**src/rtl/audio_sfx_mixer.sv**
```systemverilog
// Multi-channel sound-effect mixer: per-channel ROM clip playback, attenuation,
// signed summation with saturation, one mixed sample per codec request.
module audio_sfx_mixer #(
  parameter int NUM_CH = 4,
  parameter int ROM_AW = 15,
  localparam int CHW = (NUM_CH > 1) ? $clog2(NUM_CH) : 1,
  localparam int AW = CHW + 2,
  localparam int ACCW = 17 + CHW
) (
  input  logic              clk,
  input  logic              resetn,
  input  logic              chipselect,
  input  logic              write,
  input  logic              read,
  input  logic [AW-1:0]     address,
  input  logic [15:0]       writedata,
  output logic [15:0]       readdata,
  output logic              irq,
  input  logic              sample_req,
  output logic [ROM_AW-1:0] rom_addr,
  input  logic [15:0]       rom_q,
  output logic [15:0]       audio_output,
  output logic [1:0]        fsm_state
);

  typedef enum logic [1:0] {S_IDLE = 2'd0, S_RUN = 2'd1, S_OUT = 2'd2} state_t;

  localparam logic [CHW:0] LAST_SLOT = (CHW+1)'(NUM_CH);
  localparam logic signed [ACCW-1:0] MAX_V = ACCW'(32767);
  localparam logic signed [ACCW-1:0] MIN_V = -ACCW'(32768);

  state_t state, state_n;
  logic [CHW:0]            slot, slot_m1;
  logic signed [ACCW-1:0]  acc;

  // ctrl_r holds CTRL[6:1]: [0] loop, [4:1] atten, [5] irq_en
  logic [ROM_AW-1:0] start_r [NUM_CH];
  logic [15:0]       len_r   [NUM_CH];
  logic [5:0]        ctrl_r  [NUM_CH];
  logic [15:0]       pos_r   [NUM_CH];
  logic [NUM_CH-1:0] active, done, irq_en;

  logic [CHW-1:0] bus_ch, seq_ch;
  logic [1:0]     bus_reg;
  logic           bus_ch_ok, bus_wr, seq_fire;
  logic [NUM_CH-1:0] wr_start, wr_len, wr_ctrl, wr_stat, seq_hit, seq_end;
  logic signed [15:0]     shifted;
  logic signed [ACCW-1:0] sample_ext;
  logic [15:0]            sat;

  // Avalon-MM slave, no waitrequest: a write commits on the clock edge where
  // chipselect&write are high; read data is combinational (latency 0).
  assign bus_ch    = address[AW-1:2];
  assign bus_reg   = address[1:0];
  assign bus_ch_ok = int'(bus_ch) < NUM_CH;
  assign bus_wr    = chipselect && write && bus_ch_ok;

  assign fsm_state = state;
  assign slot_m1   = slot - (CHW+1)'(1);
  assign seq_ch    = slot_m1[CHW-1:0];
  // The accumulate edge for channel k is the end of slot k+1.
  assign seq_fire  = (state == S_RUN) && (slot != '0);

  assign shifted    = $signed(rom_q) >>> ctrl_r[seq_ch][4:1];
  assign sample_ext = ACCW'(shifted);

  always_comb begin
    state_n = state;
    case (state)
      S_IDLE:  if (sample_req) state_n = S_RUN;
      S_RUN:   if (slot == LAST_SLOT) state_n = S_OUT;
      S_OUT:   state_n = S_IDLE;
      default: state_n = S_IDLE;
    endcase
  end

  always_comb begin
    rom_addr = '0;
    if (state == S_RUN && slot < LAST_SLOT)
      rom_addr = start_r[slot[CHW-1:0]] + pos_r[slot[CHW-1:0]][ROM_AW-1:0];
  end

  always_comb begin
    if (acc > MAX_V)      sat = 16'h7FFF;
    else if (acc < MIN_V) sat = 16'h8000;
    else                  sat = acc[15:0];
  end

  always_comb begin
    wr_start = '0;
    wr_len   = '0;
    wr_ctrl  = '0;
    wr_stat  = '0;
    seq_hit  = '0;
    seq_end  = '0;
    irq_en   = '0;
    for (int i = 0; i < NUM_CH; i++) begin
      if (bus_wr && int'(bus_ch) == i) begin
        wr_start[i] = (bus_reg == 2'd0);
        wr_len[i]   = (bus_reg == 2'd1);
        wr_ctrl[i]  = (bus_reg == 2'd2);
        wr_stat[i]  = (bus_reg == 2'd3);
      end
      seq_hit[i] = seq_fire && int'(seq_ch) == i && active[i];
      // >= rather than == so a LENGTH shrunk below pos still ends the clip
      seq_end[i] = ({1'b0, pos_r[i]} + 17'd1) >= {1'b0, len_r[i]};
      irq_en[i]  = ctrl_r[i][5];
    end
  end

  always_comb begin
    readdata = '0;
    if (chipselect && read && bus_ch_ok) begin
      case (bus_reg)
        2'd0:    readdata[ROM_AW-1:0] = start_r[bus_ch];
        2'd1:    readdata = len_r[bus_ch];
        2'd2:    readdata[6:0] = {ctrl_r[bus_ch], active[bus_ch]};
        default: readdata[1:0] = {active[bus_ch], done[bus_ch]};
      endcase
    end
  end

  always_ff @(posedge clk or negedge resetn) begin
    if (!resetn) begin
      state        <= S_IDLE;
      slot         <= '0;
      acc          <= '0;
      audio_output <= '0;
      irq          <= 1'b0;
    end else begin
      state <= state_n;
      irq   <= |(done & irq_en);
      case (state)
        S_IDLE: if (sample_req) begin
          acc  <= '0;
          slot <= '0;
        end
        S_RUN: begin
          slot <= slot + (CHW+1)'(1);
          if (seq_fire && active[seq_ch]) acc <= acc + sample_ext;
        end
        S_OUT:   audio_output <= sat;
        default: ;
      endcase
    end
  end

  // CPU CTRL writes override the sequencer's pos/active update; a done set
  // from the sequencer beats any done clear in the same cycle.
  always_ff @(posedge clk or negedge resetn) begin
    if (!resetn) begin
      for (int i = 0; i < NUM_CH; i++) begin
        start_r[i] <= '0;
        len_r[i]   <= '0;
        ctrl_r[i]  <= '0;
        pos_r[i]   <= '0;
      end
      active <= '0;
      done   <= '0;
    end else begin
      for (int i = 0; i < NUM_CH; i++) begin
        if (wr_start[i]) start_r[i] <= writedata[ROM_AW-1:0];
        if (wr_len[i])   len_r[i]   <= writedata;
        if (wr_ctrl[i]) begin
          ctrl_r[i] <= writedata[6:1];
          if (!writedata[0]) begin
            active[i] <= 1'b0;
          end else if (len_r[i] != 16'd0) begin
            pos_r[i]  <= '0;
            active[i] <= 1'b1;
          end
        end else if (seq_hit[i]) begin
          if (!seq_end[i])     pos_r[i]  <= pos_r[i] + 16'd1;
          else if (ctrl_r[i][0]) pos_r[i] <= '0;
          else                 active[i] <= 1'b0;
        end
        if (seq_hit[i] && seq_end[i] && !ctrl_r[i][0])
          done[i] <= 1'b1;
        else if ((wr_ctrl[i] && writedata[0] && len_r[i] != 16'd0) ||
                 (wr_stat[i] && writedata[0]))
          done[i] <= 1'b0;
      end
    end
  end

endmodule

```
**config.mk**
```make
export PLATFORM = sky130hd
export DESIGN_NAME = audio_sfx_mixer
export DESIGN_NICKNAME = d
export VERILOG_FILES = /design/src/rtl/audio_sfx_mixer.sv
export SDC_FILE = /design/constraint.sdc
export NUM_CORES = 1
export LEC_CHECK = 0
export CAP_MARGIN = 20
export CORE_ASPECT_RATIO = 1.4
export CORE_MARGIN = 8
export CORE_UTILIZATION = 56
export CTS_CLUSTER_DIAMETER = 200
export DETAILED_ROUTE_END_ITERATION = 8
export GPL_TIMING_DRIVEN = 1
export MAX_ROUTING_LAYER = met4
export PLACE_DENSITY_LB_ADDON = 0.08
export SLEW_MARGIN = 20
export SYNTH_ARGS = -nofsm -noshare
export SYNTH_HDL_FRONTEND = slang
export SYNTH_SLANG_ARGS = --single-unit
```
**constraint.sdc**
```tcl
create_clock -name clk -period 4 [get_ports clk]
set_input_delay 0.8 -clock clk [delete_from_list [all_inputs] [get_ports clk]]
set_output_delay 0.8 -clock clk [all_outputs]
set_load 0.02 [all_outputs]
```
### Word level (Yosys, flattened, before mapping)

Index checks and enable logic that the tools add are counted.

| cells by class | value |
|---|---|
| order comparisons | 12 |
| $add $sub $neg | 12 |
| bitwise operators | 4 |
| equal/unequal tests | 35 |
| reduce and logical (&&, ||, !) cells | 79 |
| mux-type cells | 112 |
| shifts and indexed selects | 1 |

Operators by type and width:

| kind | number |
|---|---|
| 16-bit two-way mux | 29 |
| 15-bit two-way mux | 7 |
| 16-bit by 1-bit adder with 17-bit output, second input constant | 4 |
| 17-bit by 16-bit >= comparator with 1-bit output | 4 |
| 16-bit by 1-bit adder with 16-bit output, second input constant | 4 |
| 16-bit binary-select mux with 2-bit select | 2 |
| 16-bit nonzero test | 4 |
| 15-bit binary-select mux with 2-bit select | 2 |
| 1-bit two-way mux | 52 |
| 19-bit two-way mux | 2 |
| 19-bit one-hot mux with 2 select lines | 1 |
| 1-bit logical AND | 37 |
| 4-bit AND reduction | 8 |
| 2-bit nonzero test | 13 |
| 6-bit binary-select mux with 2-bit select | 2 |
| 19-bit by 16-bit adder with 19-bit output | 1 |
| 19-bit by 16-bit > comparator with 1-bit output, second input constant | 1 |
| 19-bit by 16-bit less-than comparator with 1-bit output, second input constant | 1 |
| 2-bit by 1-bit inequality test with 1-bit output, second input constant | 9 |
| 8-bit one-hot mux with 2 select lines | 1 |
| 16-bit by 4-bit >>> shifter with 16-bit output | 1 |
| 15-bit adder | 1 |
| 5-bit one-hot mux with 3 select lines | 1 |
| 2-bit equality test, second input constant | 7 |
| other kinds (27) | 61 |

| storage, ports and cells | value |
|---|---|
| word-level logic and storage cells | 284 |
| bits in registers | 261 |

### Logic depth before layout (Yosys ltp)

| depth | value |
|---|---|
| depth after elaboration | 9 |
| gate-level depth with buffers | 21 |
| depth with buffers taken out | 19 |

### Worst setup path after synthesis

Ideal clock, no wire load.

| timing path | value |
|---|---|
| kind | reg-to-output |
| start point | register slot[0] |
| end point | output port rom_addr[10] |
| cell stages (with the launch flop) | 13 |
| path buffers | 2 |
| required time | 3.200 ns |
| setup slack | -0.601 ns |
| data arrival time | 3.801 ns |
| cell sequence | dfrtp_1 buf_4 buf_1 mux4_2 ha_1 fa_1 a21o_1 a21oi_1 o21bai_1 a31oi_1 o21ai_0 or3_1 a21oi_1 |

| between the ends | value |
|---|---|
| longest elaborated chain between the ends | 6 |
| elaborated cells between the ends (all ways) | 11 |
| those cells by class | add/sub: 1; order compare: 1; mux: 7; bitwise: 1; reduce/logical: 1 |

RTL lines:

| item | line | text |
|---|---|---|
| from (decl) | 33 | `logic [CHW:0] slot, slot_m1;` |
| from (signal assigned) | 139 | `slot <= slot + (CHW+1)'(1);` |
| 2-bit inverter with 3-bit output (not written as such) | 80 | `rom_addr = start_r[slot[CHW-1:0]] + pos_r[slot[CHW-1:0]][ROM_AW-1:0];` |
| 15-bit binary-select mux with 2-bit select or 16-bit binary-select mux with 2-bit select (tied branches) | 80 |  |
| 15-bit two-way mux (not written as such) (2 in a row) | 80 |  |
| 15-bit adder | 80 |  |
| 15-bit two-way mux (*) | 79 | `if (state == S_RUN && slot < LAST_SLOT)` |
| to (decl) | 20 | `output logic [ROM_AW-1:0] rom_addr,` |

Every way passes the cells marked *; elsewhere a longest branch is shown, timed or not. The select of a mux whose other input is x is not followed.

### Worst setup path after layout

| timing path | value |
|---|---|
| start point | register slot[0] |
| end point | register acc[16] |

| between the ends | value |
|---|---|
| longest elaborated chain between the ends | 9 |
| elaborated cells between the ends (all ways) | 16 |
| those cells by class | add/sub: 2; eq/ne: 1; shift: 1; mux: 7; bitwise: 1; reduce/logical: 4 |

RTL lines:

| item | line | text |
|---|---|---|
| 2-bit by 1-bit subtractor with 2-bit output | 59 | `assign slot_m1 = slot - (CHW+1)'(1);` |
| 2-bit inverter with 3-bit output (not written as such) | 64 | `assign shifted = $signed(rom_q) >>> ctrl_r[seq_ch][4:1];` |
| 6-bit binary-select mux with 2-bit select | 64 |  |
| 5-bit two-way mux (not written as such) (2 in a row) | 64 |  |
| 16-bit by 4-bit >>> shifter with 16-bit output | 64 |  |
| 19-bit by 16-bit adder with 19-bit output | 140 | `if (seq_fire && active[seq_ch]) acc <= acc + sample_ext;` |
| 19-bit two-way mux | 140 |  |
| 19-bit one-hot mux with 2 select lines | 133 | `case (state)` |
| to (signal assigned) | 140 |  |
| to (decl) | 34 | `logic signed [ACCW-1:0] acc;` |

Several ways; a longest one is shown, not always the timed one. The select of a mux whose other input is x is not followed.
A chain may end at the register's enable or synchronous reset.

==> impl_metrics.env <==
export IMPL_grt_max_degree=102
export IMPL_dp_cells=2338
export IMPL_end_kind="register"
export IMPL_grt_pass1_wl_um=89100
export IMPL_clockRootBuffer="clkbuf_16"
export IMPL_hold_path_class="input port to asynchronous set/reset pin"
export IMPL_die_area_um2=37300
export IMPL_io_pins=92
export IMPL_maxSlewViolCount=0
export IMPL_postCtsHoldBufs=0
export IMPL_overflow=0
export IMPL_fp_dieH_um=225
export IMPL_ys_ff_latch=261
export IMPL_relSlewSlack=0.313
export IMPL_initial_core_util=0.570
export IMPL_finalNetCount=2172
export IMPL_fin_skew_ps=18.5
export IMPL_drc=0
export IMPL_routed_wirelength_um=59000
export IMPL_cts_max_level=1
export IMPL_wl_per_cell_um=24.2
export IMPL_fp_dieW_um=166
export IMPL_cts_buffer_depth=3
export IMPL_setup_slack_ps=-390
export IMPL_layout_drive_gt1_share=0.299
export IMPL_place_congestion=0.972
export IMPL_ant_nets=0
export IMPL_cap_viol_max_count=0
export IMPL_fin_util=0.718
export IMPL_rows=76
export IMPL_yosys_warnings=0
export IMPL_worstSkewPairLatency_ps=580
export IMPL_dpl_hpwl_um=44200
export IMPL_cts_clk_slew_worst_paths_ps=60
export IMPL_grt_use_met1=0.346
export IMPL_detail_route_iter0_violations=1242
export IMPL_grt_util_all_layers=0.313
export IMPL_fin_crit_ps=4390
export IMPL_synthesis_nets=1919
export IMPL_grt_pass1_vias=15540
export IMPL_cts_tree="built"
export IMPL_vias_per_cell=6.41
export IMPL_hold_viol=0
export IMPL_ir_drop_uv=406
export IMPL_finalCritPeriodShare=1.10
export IMPL_outcome="finished with violations"
export IMPL_violations="negative setup slack"
export IMPL_io_buffers=91
export IMPL_cp_start_kind="register"
export IMPL_synthFlopType="dfrtp_1"
export IMPL_finalNonFillerCells=2434
export IMPL_p_per_area_nw_per_um2=750
export IMPL_syn_avg_cell_area_um2=9.92
export IMPL_leakage_nw=10.2
export IMPL_synth_cells=1769
export IMPL_dr_pass1_iters=6
export IMPL_dr_total_vias=15607
export IMPL_grt_busiest_layer="met2"
export IMPL_synth_edf_count=0
export IMPL_critical_path_startpoint="slot[0]"
export IMPL_rsz0062_at_grt="true"
export IMPL_use_met2=0.543
export IMPL_worstPathMaxFanout=6
export IMPL_antenna_found_initial=1
export IMPL_path_common_cell="nand2_2"
export IMPL_yosysUniqueCellTypes=82
export IMPL_fmax_ghz=0.228
export IMPL_cp_arrival_ps=4820
export IMPL_syn_area_um2=17500
export IMPL_reg2reg_from="slot[0]"
export IMPL_yosysSeqAreaShare=0.372
export IMPL_core_um2=30800
export IMPL_synthArstFlopShare=1.00
export IMPL_cts_buffers=28
export IMPL_worst_pin_slew_ps=1030
export IMPL_timing_critical_path_required_ps=4430
export IMPL_critPathKind="register to register"
export IMPL_crit_path_max_incr_delay_ps=420
export IMPL_cpMaxStageDelayCell="dfrtp_2"
export IMPL_crit_chain="buf_12, inv_8, ha_4, mux4_2, buf_12, buf_16, a211oi_1, a21oi_1, mux2_4, nand2_2, nand2_2, inv_2, fa_2, nor2b_4, o31a_1, buf_4, o311ai_4, nand2_2, a21o_1, a21oi_2, xor2_1, o21ai_1"
export IMPL_use_met3=0.0475
export IMPL_setup_violations=18
export IMPL_cts_sink_count=261
export IMPL_area_delta_synth_final_pct=26.0
==> timing repair <==
item,CTS,global route
resized for setup,145,89
setup endpoints to repair,26,72
buffers inserted,23,26
gates cloned,3,1
pin swaps,48,51
==> placed cells by master (no fill, tap or decap), types with 28 or more instances in the layout <==
master,count
nor2_1,66
dfrtp_1,259
a21oi_1,59
clkbuf_16,28
nand3_1,54
ha_1,95
buf_4,208
and3_1,32
mux2_2,87
mux4_2,76
nand2_1,250
clkdlybuf4s50_1,74
o21ai_0,104
xnor2_1,34
inv_1,76
==> routing by layer <==
layer	share of wire	up-vias	wire length [um]
met5	0	-	0
met4	0.057	0	3380
met3	0.063	190	3730
met2	0.51	628	30200
met1	0.37	7832	21700
li1	-	6957	-
==> power by group <==
part / total (W) / switching, W / internal, W
Combinational: 0.00974 / 0.00484 / 0.00489
Sequential: 0.00393 / 0.000689 / 0.00324
Clock: 0.00292 / 0.00115 / 0.00177
==> worst paths after layout <==
| kind | end | slack, ps | depth (start not counted) |
|---|---|---|---|
| setup / recovery | acc[16] | -390 | 22 |
| hold / removal | pos_r[60] | 190 | 1 |
| setup reg to reg | acc[16] | -390 | 22 |
| hold reg to reg | audio_output[9] | 470 | 2 |
| max in group asynchronous | pos_r[16] | 2730 | 2 |
| min in group clk | audio_output[9] | 470 | 2 |
==> through the flow <==
stage          power [W]  hold WS, ps  setup WS [ps]  TNS [ps]  instance area, um^2
6_report          0.0166          188           -390     -3910                22100
5_1_grt           0.0175          263           -505     -6410                22100
4_1_cts           0.0157          231           -372     -3470                21600
3_5_place_dp      0.0118          455           -511     -6360                20000
3_3_place_gp      0.0116          450           -427     -4170                20000
2_1_floorplan    0.00856          458          -12.4     -12.4                17600
==> cells by family after synthesis <==
family / share of synthesized area
compound gates: 0.128
xor+xnor: 0.0349
mux: 0.174
buf+inv: 0.0428
flops: 0.372
fa+ha+maj: 0.0779
simple gates: 0.170
==> synth_stat cells (all sizes together), types with 37 or more instances <==
library cell	count	area [um^2]
dfrtp	261	6530
nand2	258	971
o21ai	133	677
ha	106	1330
mux2	90	1010
nor2	82	338
inv	79	297
a21oi	77	389
mux4	76	1720
nand3	59	318
clkbuf	56	213
buf	41	238
xnor2	40	350
and3	37	233
==> worst max-delay path: cells and delay by family, from the launching register on <==
kind / cells / cell delay, ps
and+or+nand+nor: 4 / 310
AOI/OAI and AO/OA: 7 / 1460
buffers and inverters: 6 / 730
xor gates and xnor gates: 1 / 160
DFF: 1 / 420
muxes: 2 / 690
adders and majority gates: 2 / 480
==> sequential cells by signal (all words and copies together), names as in the netlist <==
signal / count
fsm_state: 2
irq: 1
active: 4
acc: 19
start_r: 60
len_r: 64
pos_r: 64
ctrl_r: 24
audio_output: 16
done: 4
slot: 3
==> area by class of cell <==
class                   instances  area (um^2)
well taps                     390          488
multi-input cells            1331        10900
diodes                          1         2.50
repair buffers                320         2830
fillers                      2228         8700
flip-flops and latches        261         6530
clock inverters                14          239
clock buffers                  37          785
inverters                      80          308
No activity file was read; power rests on OpenSTA's default activity.
